$ cat config.mk
export PLATFORM = sky130hd
export DESIGN_NAME = pc_sequencer_flat
export DESIGN_NICKNAME = d
export VERILOG_FILES = /design/src/rtl/pc_sequencer_if.sv /design/src/rtl/pc_sequencer.sv /design/src/flat_wrapper.sv
export SDC_FILE = /design/constraint.sdc
export NUM_CORES = 1
export LEC_CHECK = 0
export CAP_MARGIN = 20
export CELL_PAD_IN_SITES_DETAIL_PLACEMENT = 1
export CELL_PAD_IN_SITES_GLOBAL_PLACEMENT = 1
export CORE_MARGIN = 1
export CORE_UTILIZATION = 37
export CTS_CLUSTER_SIZE = 8
export DETAILED_ROUTE_END_ITERATION = 10
export GPL_ROUTABILITY_DRIVEN = 0
export PLACE_DENSITY = 0.76
export SYNTH_ARGS = -nofsm -noshare
export SYNTH_HDL_FRONTEND = slang
export SYNTH_SLANG_ARGS = --single-unit
$ cat constraint.sdc
create_clock -name clk -period 6.51 [get_ports clk]
set_input_delay 1.953 -clock clk [delete_from_list [all_inputs] [get_ports clk]]
set_output_delay 1.953 -clock clk [all_outputs]
set_load 0.01 [all_outputs]
$ cat src/rtl/pc_sequencer_if.sv
// Bundle between the PC sequencer and the core: fetch handshake, decode fields,
// execute completion, halt request and the PC register load port.
interface pc_sequencer_if #(
  parameter int unsigned PC_WIDTH = 32
);
  logic [PC_WIDTH-1:0] pc;
  logic                imem_req;
  logic                imem_ready;
  logic                dec_valid;
  logic                is_branch;
  logic                br_taken;
  logic                is_jump;
  logic                is_jr;
  logic [15:0]         imm16;
  logic [25:0]         jtarget26;
  logic [PC_WIDTH-1:0] rs_val;
  logic                exec_done;
  logic                halt_req;
  logic                pc_en;
  logic [PC_WIDTH-1:0] next_pc;
  logic                halted;
  logic                misalign_err;

  modport master (
    input  pc, imem_ready, dec_valid, is_branch, br_taken, is_jump, is_jr,
           imm16, jtarget26, rs_val, exec_done, halt_req,
    output imem_req, pc_en, next_pc, halted, misalign_err
  );

  modport slave (
    output pc, imem_ready, dec_valid, is_branch, br_taken, is_jump, is_jr,
           imm16, jtarget26, rs_val, exec_done, halt_req,
    input  imem_req, pc_en, next_pc, halted, misalign_err
  );
endinterface

$ cat src/rtl/pc_sequencer.sv
// Multi-cycle PC sequencer: BOOT/FETCH/DECODE/EXEC/UPDATE/HALT, one pc_en pulse per instruction,
// fetch and execute latency unbounded. PC_SEQ_RETIRE_CNT_EN adds the retired_cnt output.
module pc_sequencer #(
  parameter int unsigned         PC_WIDTH     = 32,
  parameter logic [PC_WIDTH-1:0] RESET_VECTOR = '0
) (
  input  logic               clk,
  input  logic               rst,
`ifdef PC_SEQ_RETIRE_CNT_EN
  output logic [31:0]        retired_cnt,
`endif
  pc_sequencer_if.master     bus
);

  typedef enum logic [2:0] {BOOT, FETCH, DECODE, EXEC, UPDATE, HALT} state_t;

  state_t              state_q, state_d;
  logic                halt_seen_q, halt_seen_d;
  logic                misalign_q, misalign_d;
  logic                is_branch_q, is_branch_d;
  logic                is_jump_q, is_jump_d;
  logic                is_jr_q, is_jr_d;
  logic [15:0]         imm16_q, imm16_d;
  logic [25:0]         jtarget26_q, jtarget26_d;
  logic [PC_WIDTH-1:0] rs_val_q, rs_val_d;
  logic [PC_WIDTH-1:0] target_q, target_d;
  logic [PC_WIDTH-1:0] next_pc_q;

  logic                pc_en_c;
  logic                imem_req_c;
  logic                halted_c;
  logic [PC_WIDTH-1:0] npc_c;
  logic [PC_WIDTH-1:0] pc_plus4;
  logic [PC_WIDTH-1:0] tgt;

  assign pc_plus4 = bus.pc + PC_WIDTH'(4);

  always_comb begin
    if (is_jr_q)
      tgt = rs_val_q;
    else if (is_jump_q)
      tgt = {pc_plus4[PC_WIDTH-1:28], jtarget26_q, 2'b00};
    else if (is_branch_q && bus.br_taken)
      tgt = pc_plus4 + {{(PC_WIDTH-18){imm16_q[15]}}, imm16_q, 2'b00};
    else
      tgt = pc_plus4;
  end

  always_comb begin
    state_d     = state_q;
    halt_seen_d = halt_seen_q;
    misalign_d  = misalign_q;
    is_branch_d = is_branch_q;
    is_jump_d   = is_jump_q;
    is_jr_d     = is_jr_q;
    imm16_d     = imm16_q;
    jtarget26_d = jtarget26_q;
    rs_val_d    = rs_val_q;
    target_d    = target_q;
    pc_en_c     = 1'b0;
    imem_req_c  = 1'b0;
    halted_c    = 1'b0;
    npc_c       = next_pc_q;
    case (state_q)
      BOOT: begin
        pc_en_c     = 1'b1;
        npc_c       = RESET_VECTOR;
        halt_seen_d = 1'b0;
        state_d     = FETCH;
      end
      FETCH: begin
        imem_req_c  = 1'b1;
        halt_seen_d = halt_seen_q | bus.halt_req;
        if (bus.imem_ready) state_d = DECODE;
      end
      DECODE: begin
        halt_seen_d = halt_seen_q | bus.halt_req;
        if (bus.dec_valid) begin
          is_branch_d = bus.is_branch;
          is_jump_d   = bus.is_jump;
          is_jr_d     = bus.is_jr;
          imm16_d     = bus.imm16;
          jtarget26_d = bus.jtarget26;
          rs_val_d    = bus.rs_val;
          state_d     = EXEC;
        end
      end
      EXEC: begin
        halt_seen_d = halt_seen_q | bus.halt_req;
        if (bus.exec_done) begin
          target_d = tgt;
          // Only a JR target can land off a word boundary; abort without loading the PC.
          if (tgt[1:0] != 2'b00) begin
            misalign_d = 1'b1;
            state_d    = HALT;
          end else begin
            state_d = UPDATE;
          end
        end
      end
      UPDATE: begin
        pc_en_c     = 1'b1;
        npc_c       = target_q;
        halt_seen_d = 1'b0;
        state_d     = (halt_seen_q || bus.halt_req) ? HALT : FETCH;
      end
      HALT: begin
        halted_c = 1'b1;
      end
      default: state_d = BOOT;
    endcase
  end

  always_ff @(posedge clk or posedge rst) begin
    if (rst) begin
      state_q     <= BOOT;
      halt_seen_q <= 1'b0;
      misalign_q  <= 1'b0;
      is_branch_q <= 1'b0;
      is_jump_q   <= 1'b0;
      is_jr_q     <= 1'b0;
      imm16_q     <= '0;
      jtarget26_q <= '0;
      rs_val_q    <= '0;
      target_q    <= '0;
      next_pc_q   <= '0;
    end else begin
      state_q     <= state_d;
      halt_seen_q <= halt_seen_d;
      misalign_q  <= misalign_d;
      is_branch_q <= is_branch_d;
      is_jump_q   <= is_jump_d;
      is_jr_q     <= is_jr_d;
      imm16_q     <= imm16_d;
      jtarget26_q <= jtarget26_d;
      rs_val_q    <= rs_val_d;
      target_q    <= target_d;
      if (pc_en_c) next_pc_q <= npc_c;
    end
  end

`ifdef PC_SEQ_RETIRE_CNT_EN
  logic [31:0] retired_cnt_q;

  always_ff @(posedge clk or posedge rst) begin
    if (rst)
      retired_cnt_q <= '0;
    else if (state_q == UPDATE)
      retired_cnt_q <= retired_cnt_q + 32'd1;
  end

  assign retired_cnt = retired_cnt_q;
`endif

  // State sits in BOOT while rst is high, so the BOOT load must be masked until release.
  assign bus.pc_en        = pc_en_c & ~rst;
  assign bus.next_pc      = rst ? '0 : npc_c;
  assign bus.imem_req     = imem_req_c;
  assign bus.halted       = halted_c;
  assign bus.misalign_err = misalign_q;

endmodule

$ cat src/flat_wrapper.sv
// flat-port wrapper written by rule: the top's interface ports become plain ports
module pc_sequencer_flat 
#(
  parameter int unsigned         PC_WIDTH     = 32,
  parameter logic [PC_WIDTH-1:0] RESET_VECTOR = '0
)
  (clk, rst, bus_pc, bus_imem_ready, bus_dec_valid, bus_is_branch, bus_br_taken, bus_is_jump, bus_is_jr, bus_imm16, bus_jtarget26, bus_rs_val, bus_exec_done, bus_halt_req, bus_imem_req, bus_pc_en, bus_next_pc, bus_halted, bus_misalign_err);
  pc_sequencer_if #(.PC_WIDTH(PC_WIDTH)) bus_i ();
  input  logic clk;
  input  logic rst;
  input wire logic [$bits(bus_i.pc)-1:0] bus_pc;
  input wire logic [$bits(bus_i.imem_ready)-1:0] bus_imem_ready;
  input wire logic [$bits(bus_i.dec_valid)-1:0] bus_dec_valid;
  input wire logic [$bits(bus_i.is_branch)-1:0] bus_is_branch;
  input wire logic [$bits(bus_i.br_taken)-1:0] bus_br_taken;
  input wire logic [$bits(bus_i.is_jump)-1:0] bus_is_jump;
  input wire logic [$bits(bus_i.is_jr)-1:0] bus_is_jr;
  input wire logic [$bits(bus_i.imm16)-1:0] bus_imm16;
  input wire logic [$bits(bus_i.jtarget26)-1:0] bus_jtarget26;
  input wire logic [$bits(bus_i.rs_val)-1:0] bus_rs_val;
  input wire logic [$bits(bus_i.exec_done)-1:0] bus_exec_done;
  input wire logic [$bits(bus_i.halt_req)-1:0] bus_halt_req;
  output wire logic [$bits(bus_i.imem_req)-1:0] bus_imem_req;
  output wire logic [$bits(bus_i.pc_en)-1:0] bus_pc_en;
  output wire logic [$bits(bus_i.next_pc)-1:0] bus_next_pc;
  output wire logic [$bits(bus_i.halted)-1:0] bus_halted;
  output wire logic [$bits(bus_i.misalign_err)-1:0] bus_misalign_err;
  assign bus_i.pc = bus_pc;
  assign bus_i.imem_ready = bus_imem_ready;
  assign bus_i.dec_valid = bus_dec_valid;
  assign bus_i.is_branch = bus_is_branch;
  assign bus_i.br_taken = bus_br_taken;
  assign bus_i.is_jump = bus_is_jump;
  assign bus_i.is_jr = bus_is_jr;
  assign bus_i.imm16 = bus_imm16;
  assign bus_i.jtarget26 = bus_jtarget26;
  assign bus_i.rs_val = bus_rs_val;
  assign bus_i.exec_done = bus_exec_done;
  assign bus_i.halt_req = bus_halt_req;
  assign bus_imem_req = bus_i.imem_req;
  assign bus_pc_en = bus_i.pc_en;
  assign bus_next_pc = bus_i.next_pc;
  assign bus_halted = bus_i.halted;
  assign bus_misalign_err = bus_i.misalign_err;
  pc_sequencer #(.PC_WIDTH(PC_WIDTH), .RESET_VECTOR(RESET_VECTOR)) u_core (.clk(clk), .rst(rst), .bus(bus_i));
endmodule
# Yosys cells after proc, flatten, opt, wreduce, memory -nomap -nowiden
# Index checks and enable logic that the tools add are counted.
[totals] reg_bits=146 in_bits=116 output_inout_bits=36 wordCells=51
[op_classes] addsub=2 eq_ne=8 mux=15 bitwise=4 n_reduce_logical=11
[ops] operator="$mux 32" count=4
[ops] operator="$pmux 32 s2" count=1
[ops] operator="$add 32x3->32 const B" count=1
[ops] operator="$add 32x32->32" count=1
[ops] operator="$pmux 3 s6" count=1
[ops] operator="$mux 3" count=4
[ops] operator="$eq 3x2->1 const B" count=2
[ops] operator="$eq 3x3->1 const B" count=2
[ops] operator="$ne 2x2->1 const B" count=3
[ops] operator="$mux 1" count=4
[ops] operator="$reduce_and 2->1" count=2
[ops] operator="$reduce_and 4->1" count=1
[ops] operator="$reduce_bool 2->1" count=2
[ops] operator="$eq 3x1->1 const B" count=1
[ops] operator="$logic_not 3->1" count=1
[ops] operator="$reduce_and 3->1" count=1
[ops] operator="$reduce_or 3->1" count=1
[ops] operator="$not 1->1" count=2
[ops] operator="$pmux 1 s2" count=1
[ops] operator="$reduce_or 2->1" count=1
[ops] operator="$and 1x1->1" count=1
[ops] operator="$logic_and 1x1->1" count=1
[ops] operator="$logic_or 1x1->1" count=1
[ops] operator="$or 1x1->1" count=1

# Longest topological paths before layout
[depth] ltp_word=9 depth_mapped=16 depth_no_buf=16

# Worst setup path after synthesis
# OpenSTA, ideal clock, no wires.
[synth_path] path_type="input-to-reg" start="input port bus_pc[5]" end="register u_core.target_q[30]" setup_time_ps=86 arrival_ps=4758 required_time_ps=6424 slack_ps=1666 path_stages=16 path_buffers=2 cell_sequence="and4_1 > clkbuf_2 > and2_1 > and2_0 > buf_2 > nand2b_1 > xnor2_1 > ha_1 > a21o_1 > a21o_1 > a21o_1 > or3b_2 > a31oi_1 > o21ai_1 > xnor2_1 > a32oi_1"
[synth_via] elab_chain_cells=5
[synth_lines] item="start, declared" line="flat_wrapper.sv:11" text="input wire logic [$bits(bus_i.pc)-1:0] bus_pc;"
[synth_lines] item="$add 32x3->32 (*)" line="pc_sequencer.sv:36" text="assign pc_plus4 = bus.pc + PC_WIDTH'(4);"
[synth_lines] item="$add 32x32->32" line="pc_sequencer.sv:44" text="tgt = pc_plus4 + {{(PC_WIDTH-18){imm16_q[15]}}, imm16_q, 2'b00};"
[synth_lines] item="$mux 32" line="pc_sequencer.sv:43" text="else if (is_branch_q && bus.br_taken)"
[synth_lines] item="$mux 32 (*)" line="pc_sequencer.sv:41" text="else if (is_jump_q)"
[synth_lines] item="$mux 32 (*)" line="pc_sequencer.sv:39" text="if (is_jr_q)"
[synth_lines] item="end signal, assigned" line="pc_sequencer.sv:137" text="target_q <= target_d;"
[synth_lines] item="end, declared" line="pc_sequencer.sv:26" text="logic [PC_WIDTH-1:0] target_q, target_d;"
# Mark *: on every way between the ends. The rest lies on a longest branch, timed or not.
# A chain may end at the register's enable or synchronous reset.

# Final worst setup path
[layout_path] start="input port bus_pc[4]" end="register u_core.target_q[29]"
# The elaborated chain is that of the path after synthesis.

==> Flow_metrics.wiki <==
{| class="wikitable"
! Metric !! Value
|-
| Status || completed
|-
| Psw || approximately 2.1 mW
|-
| CTS Hold Bufs || 0
|-
| Number of synthesized flops with an enable pin || 0
|-
| Post-CTS Setup Bufs || 0
|-
| Number of global-route vias before repair || 8054
|-
| Register share of total power || 32.0%
|-
| Count of unique library cells instantiated by Yosys || 68
|-
| Worst hold endpoint || u_core.next_pc_q[20]
|-
| Antenna diode count || 0
|-
| Antenna-violating nets left || 0
|-
| Number of hold-slack violations in the final timing report || 0
|-
| Part of the power in the clock network || 20.1%
|-
| Required time at the endpoint of the critical path || 6.80 ns
|-
| Reg-to-Reg End || u_core.target_q[31]
|-
| Reg clk slew, reported paths || 0.07 ns
|-
| Commonest cells post-synth || sky130_fd_sc_hd__nand2_1, sky130_fd_sc_hd__dfrtp_1, sky130_fd_sc_hd__a21oi_1
|-
| Worst Hold Margin || 0.4625 ns
|-
| Setup repair after global routing missed its margin || no
|-
| Worst hold path depth || 2
|-
| Post-CTS sizing || 0
|-
| Clock Tree Buf Depth || 2
|-
| Layout overhead on the synthesized area || 27.18%
|-
| Max FO, Critical Path || 8
|-
| Mean number of vias per cell || approximately 5.5
|-
| Maximum achievable frequency || 0.1763 GHz
|-
| Instance count of the mapped netlist || 950
|-
| Final setup margin || around 0.84 ns
|-
| Setup tns final || 0 ns
|-
| Layout net count || 1231
|-
| Initial standard-cell utilization of the core || between 30% and 40%
|-
| H-tree depth reported by CTS || 4
|-
| Net switching fraction of the power || a little over two fifths
|-
| Total routed wirelength || 28.33 mm
|-
| Path type of the worst setup path || primary input to flip-flop
|-
| Area enclosed by the die boundary || 0.02438 mm^2
|-
| Flop and latch count out of synthesis || 146
|-
| Fillers || 2703
|-
| Area share of the largest cell type after synthesis || roughly 42%
|-
| Cell with the most instances after synthesis || sky130_fd_sc_hd__nand2_1
|-
| Area contributors post-synth || sky130_fd_sc_hd__dfrtp_1, sky130_fd_sc_hd__mux2_2, sky130_fd_sc_hd__nand2_1, sky130_fd_sc_hd__ha_1, sky130_fd_sc_hd__a21oi_1
|-
| Main flop type after synthesis || sky130_fd_sc_hd__dfrtp_1
|-
| Path depth of the worst reg2reg path || 8
|-
| Launch point of the worst hold path || u_core.next_pc_q[20]
|-
| Least-Margin Pin Slew || 1.079 ns
|-
| Fin crit share || between 80% and 90%
|-
| Number of clock sinks || between 100 and 150
|-
| Data arrival at the endpoint of the critical path || 5.96 ns
|-
| Tot Pwr || slightly below 5 mW
|-
| Remaining max-slew budget at the tightest pin || roughly 28%
|-
| Total via count in the routed design || between 7000 and 8000
|-
| Max Cap Viol || 0
|-
| Number of antenna violations at the first check in global routing || 0
|-
| Pre-antenna DRT Iters || 5
|-
| Sequential-to-total area share from yosys stat || between 40% and 50%
|-
| Synthesized area || between 0.008 and 0.009 mm^2
|-
| Number of buffers added by the clock tree synthesis step || 17
|-
| Part of the power in combinational logic || 47.9%
|-
| Total I/O pin count || 152
|-
| Post-placement setup slack || slightly above 0.5 ns
|-
| Number of placement rows || 56
|-
| Worst Skew || 0.01155 ns
|-
| Multi-input logic area || 0.004871 mm^2
|-
| Setup Viol. Count Final || 0
|-
| Count of buffers inserted at the top-level ports || 151
|-
| Pwr dens || 443.9 mW/mm^2
|-
| Reg2Reg Setup Slack || 3.39 ns
|-
| Clock tree from TritonCTS || built
|-
| Core area || 0.02340 mm^2
|-
| Internal power consumption || 2.861 mW
|-
| Setup crit start kind || primary input
|-
| Grt ovf || 0
|-
| Pin count of the biggest net entering global routing || 88
|-
| Startpoint of the most critical register-to-register path || u_core.imm16_q[15]
|-
| Placed wire-length estimate after detailed placement || 20.61 mm
|-
| Setup crit end kind || flip-flop
|-
| Sequential cell area || 0.003655 mm^2
|-
| Post-synth ARST share || 100.0%
|-
| Clk Latency, worst-skew pair || 0.43 ns
|-
| Leakage power figure || 4.842 nW
|-
| Initial DRC Count || 503
|-
| Type of the tightest min-delay check || flip-flop to flip-flop
|-
| Post-synthesis cell type with the largest combined area || sky130_fd_sc_hd__dfrtp_1
|-
| Net count of the mapped netlist || ~1100
|-
| Routed wirelength normalized by instance count || between 20 and 25 um
|-
| Number of warnings issued by yosys || 0
|-
| DRC violations left || 0
|-
| Worst VDD drop || 0.0001894 V
|-
| Max-slew violation total from the final report || 0
|-
| Mean instance size in the synthesized netlist || 9.255 um^2
|-
| Final cell utilization of the core || a little under half
|-
| Die span in x || 156.2 um
|-
| Global-route wire length before repair || about 45 mm
|-
| Fraction of layout cells with a size suffix above 1 || roughly an eighth
|-
| Clock tree root driver cell || sky130_fd_sc_hd__clkbuf_16
|-
| Die Span Y || approximately 160 um
|-
| Overall track demand over capacity in global routing || 24.19%
|-
| Final critical path time including I/O delays and setup || 5.671 ns
|}
[state kept, by name, summed over array words and instances, names as in the netlist]
name,cells
u_core.bus.misalign_err,1
u_core.halt_seen_q,1
u_core.imm16_q,16
u_core.is_branch_q,1
u_core.is_jr_q,1
u_core.is_jump_q,1
u_core.jtarget26_q,26
u_core.next_pc_q,32
u_core.rs_val_q,32
u_core.state_q,3
u_core.target_q,32
[power by group through the flow]
stage,Sequential [mW],Clock (mW),Combinational [mW]
floorplan,1.49,0,1.69
detailed placement,1.60,0,2.34
finish,1.59,0.999,2.38
global route,1.64,1.05,2.61
global placement,1.58,0,2.28
CTS,1.58,1.01,2.37
[area by class of cell]
type / instances / share of cell area (%)
repair buffers: 162 / 14.26
flip-flops and latches: 146 / 32.68
well taps: 319 / 3.569
clock inverters: 15 / 1.511
multi-input cells: 733 / 43.56
inverters: 17 / 0.6154
clock buffers: 17 / 3.804
[per-layer routing]
| metal | track usage [%] | up-vias | wire (um) |
|---|---|---|---|
| li1 | - | 3664 | - |
| met4 | 6.396 | 0 | 402 |
| met1 | 34.54 | 3907 | 13620 |
| met3 | 3.278 | 34 | 1192 |
| met5 | 0 | - | 0 |
| met2 | 38.29 | 212 | 13110 |
[metrics by stage]
step	area (um^2)	std cells
after floorplan	8792	950
after global placement	10590	1377
after detailed placement	10590	1377
after CTS	11180	1409
after global routing	11180	1409
final	11180	1409
[cell usage in the layout (no fill, tap or decap), types with 30 or more instances in the layout]
master | Yosys | final
sky130_fd_sc_hd__nor2_1 | 47 | 45
sky130_fd_sc_hd__ha_1 | 37 | 37
sky130_fd_sc_hd__dfrtp_1 | 146 | 145
sky130_fd_sc_hd__mux2_2 | 74 | 74
sky130_fd_sc_hd__o21ai_0 | 51 | 51
sky130_fd_sc_hd__nand2_1 | 154 | 154
sky130_fd_sc_hd__xnor2_1 | 30 | 30
sky130_fd_sc_hd__a21oi_1 | 88 | 88
sky130_fd_sc_hd__clkdlybuf4s50_1 | 0 | 151
sky130_fd_sc_hd__nand3_1 | 49 | 48
[worst max-delay path: stages]
cell and delay [ns]:
sky130_fd_sc_hd__clkdlybuf4s50_1 0.56, sky130_fd_sc_hd__and4_1 0.40, sky130_fd_sc_hd__and2_1 0.33, sky130_fd_sc_hd__and4_1 0.25
sky130_fd_sc_hd__xor2_1 0.26, sky130_fd_sc_hd__ha_1 0.36, sky130_fd_sc_hd__nand2_1 0.14, sky130_fd_sc_hd__o221ai_1 0.13
sky130_fd_sc_hd__a31oi_1 0.48, sky130_fd_sc_hd__o41a_1 0.37, sky130_fd_sc_hd__o31ai_1 0.15, sky130_fd_sc_hd__or3_1 0.32
sky130_fd_sc_hd__a31oi_1 0.18, sky130_fd_sc_hd__o21ai_1 0.07
[cell families (layout without fill, tap and decap cells)]
group | Yosys count | after routing | synth area share [%]
xor+xnor | 49 | 49 | 4.881
simple gates | 319 | 319 | 16.47
fa+ha+maj | 38 | 38 | 5.493
mux | 79 | 79 | 10.08
flops | 146 | 146 | 41.55
compound gates | 248 | 248 | 18.32
buf+inv | 71 | 211 | 3.216
[worst max path at each step]
stage	startpoint	end	slack (ns)	depth (start not counted)
after floorplan	rst	u_core.bus.misalign_err	0.28	3
after global placement	bus_pc[8]	u_core.target_q[30]	0.66	15
after detailed placement	bus_pc[4]	u_core.target_q[29]	0.51	14
after CTS	bus_pc[4]	u_core.target_q[31]	0.93	14
after global routing	bus_pc[4]	u_core.target_q[28]	0.61	15
final	bus_pc[4]	u_core.target_q[29]	0.84	14
Note: power is estimated with default switching activity, not from simulation.
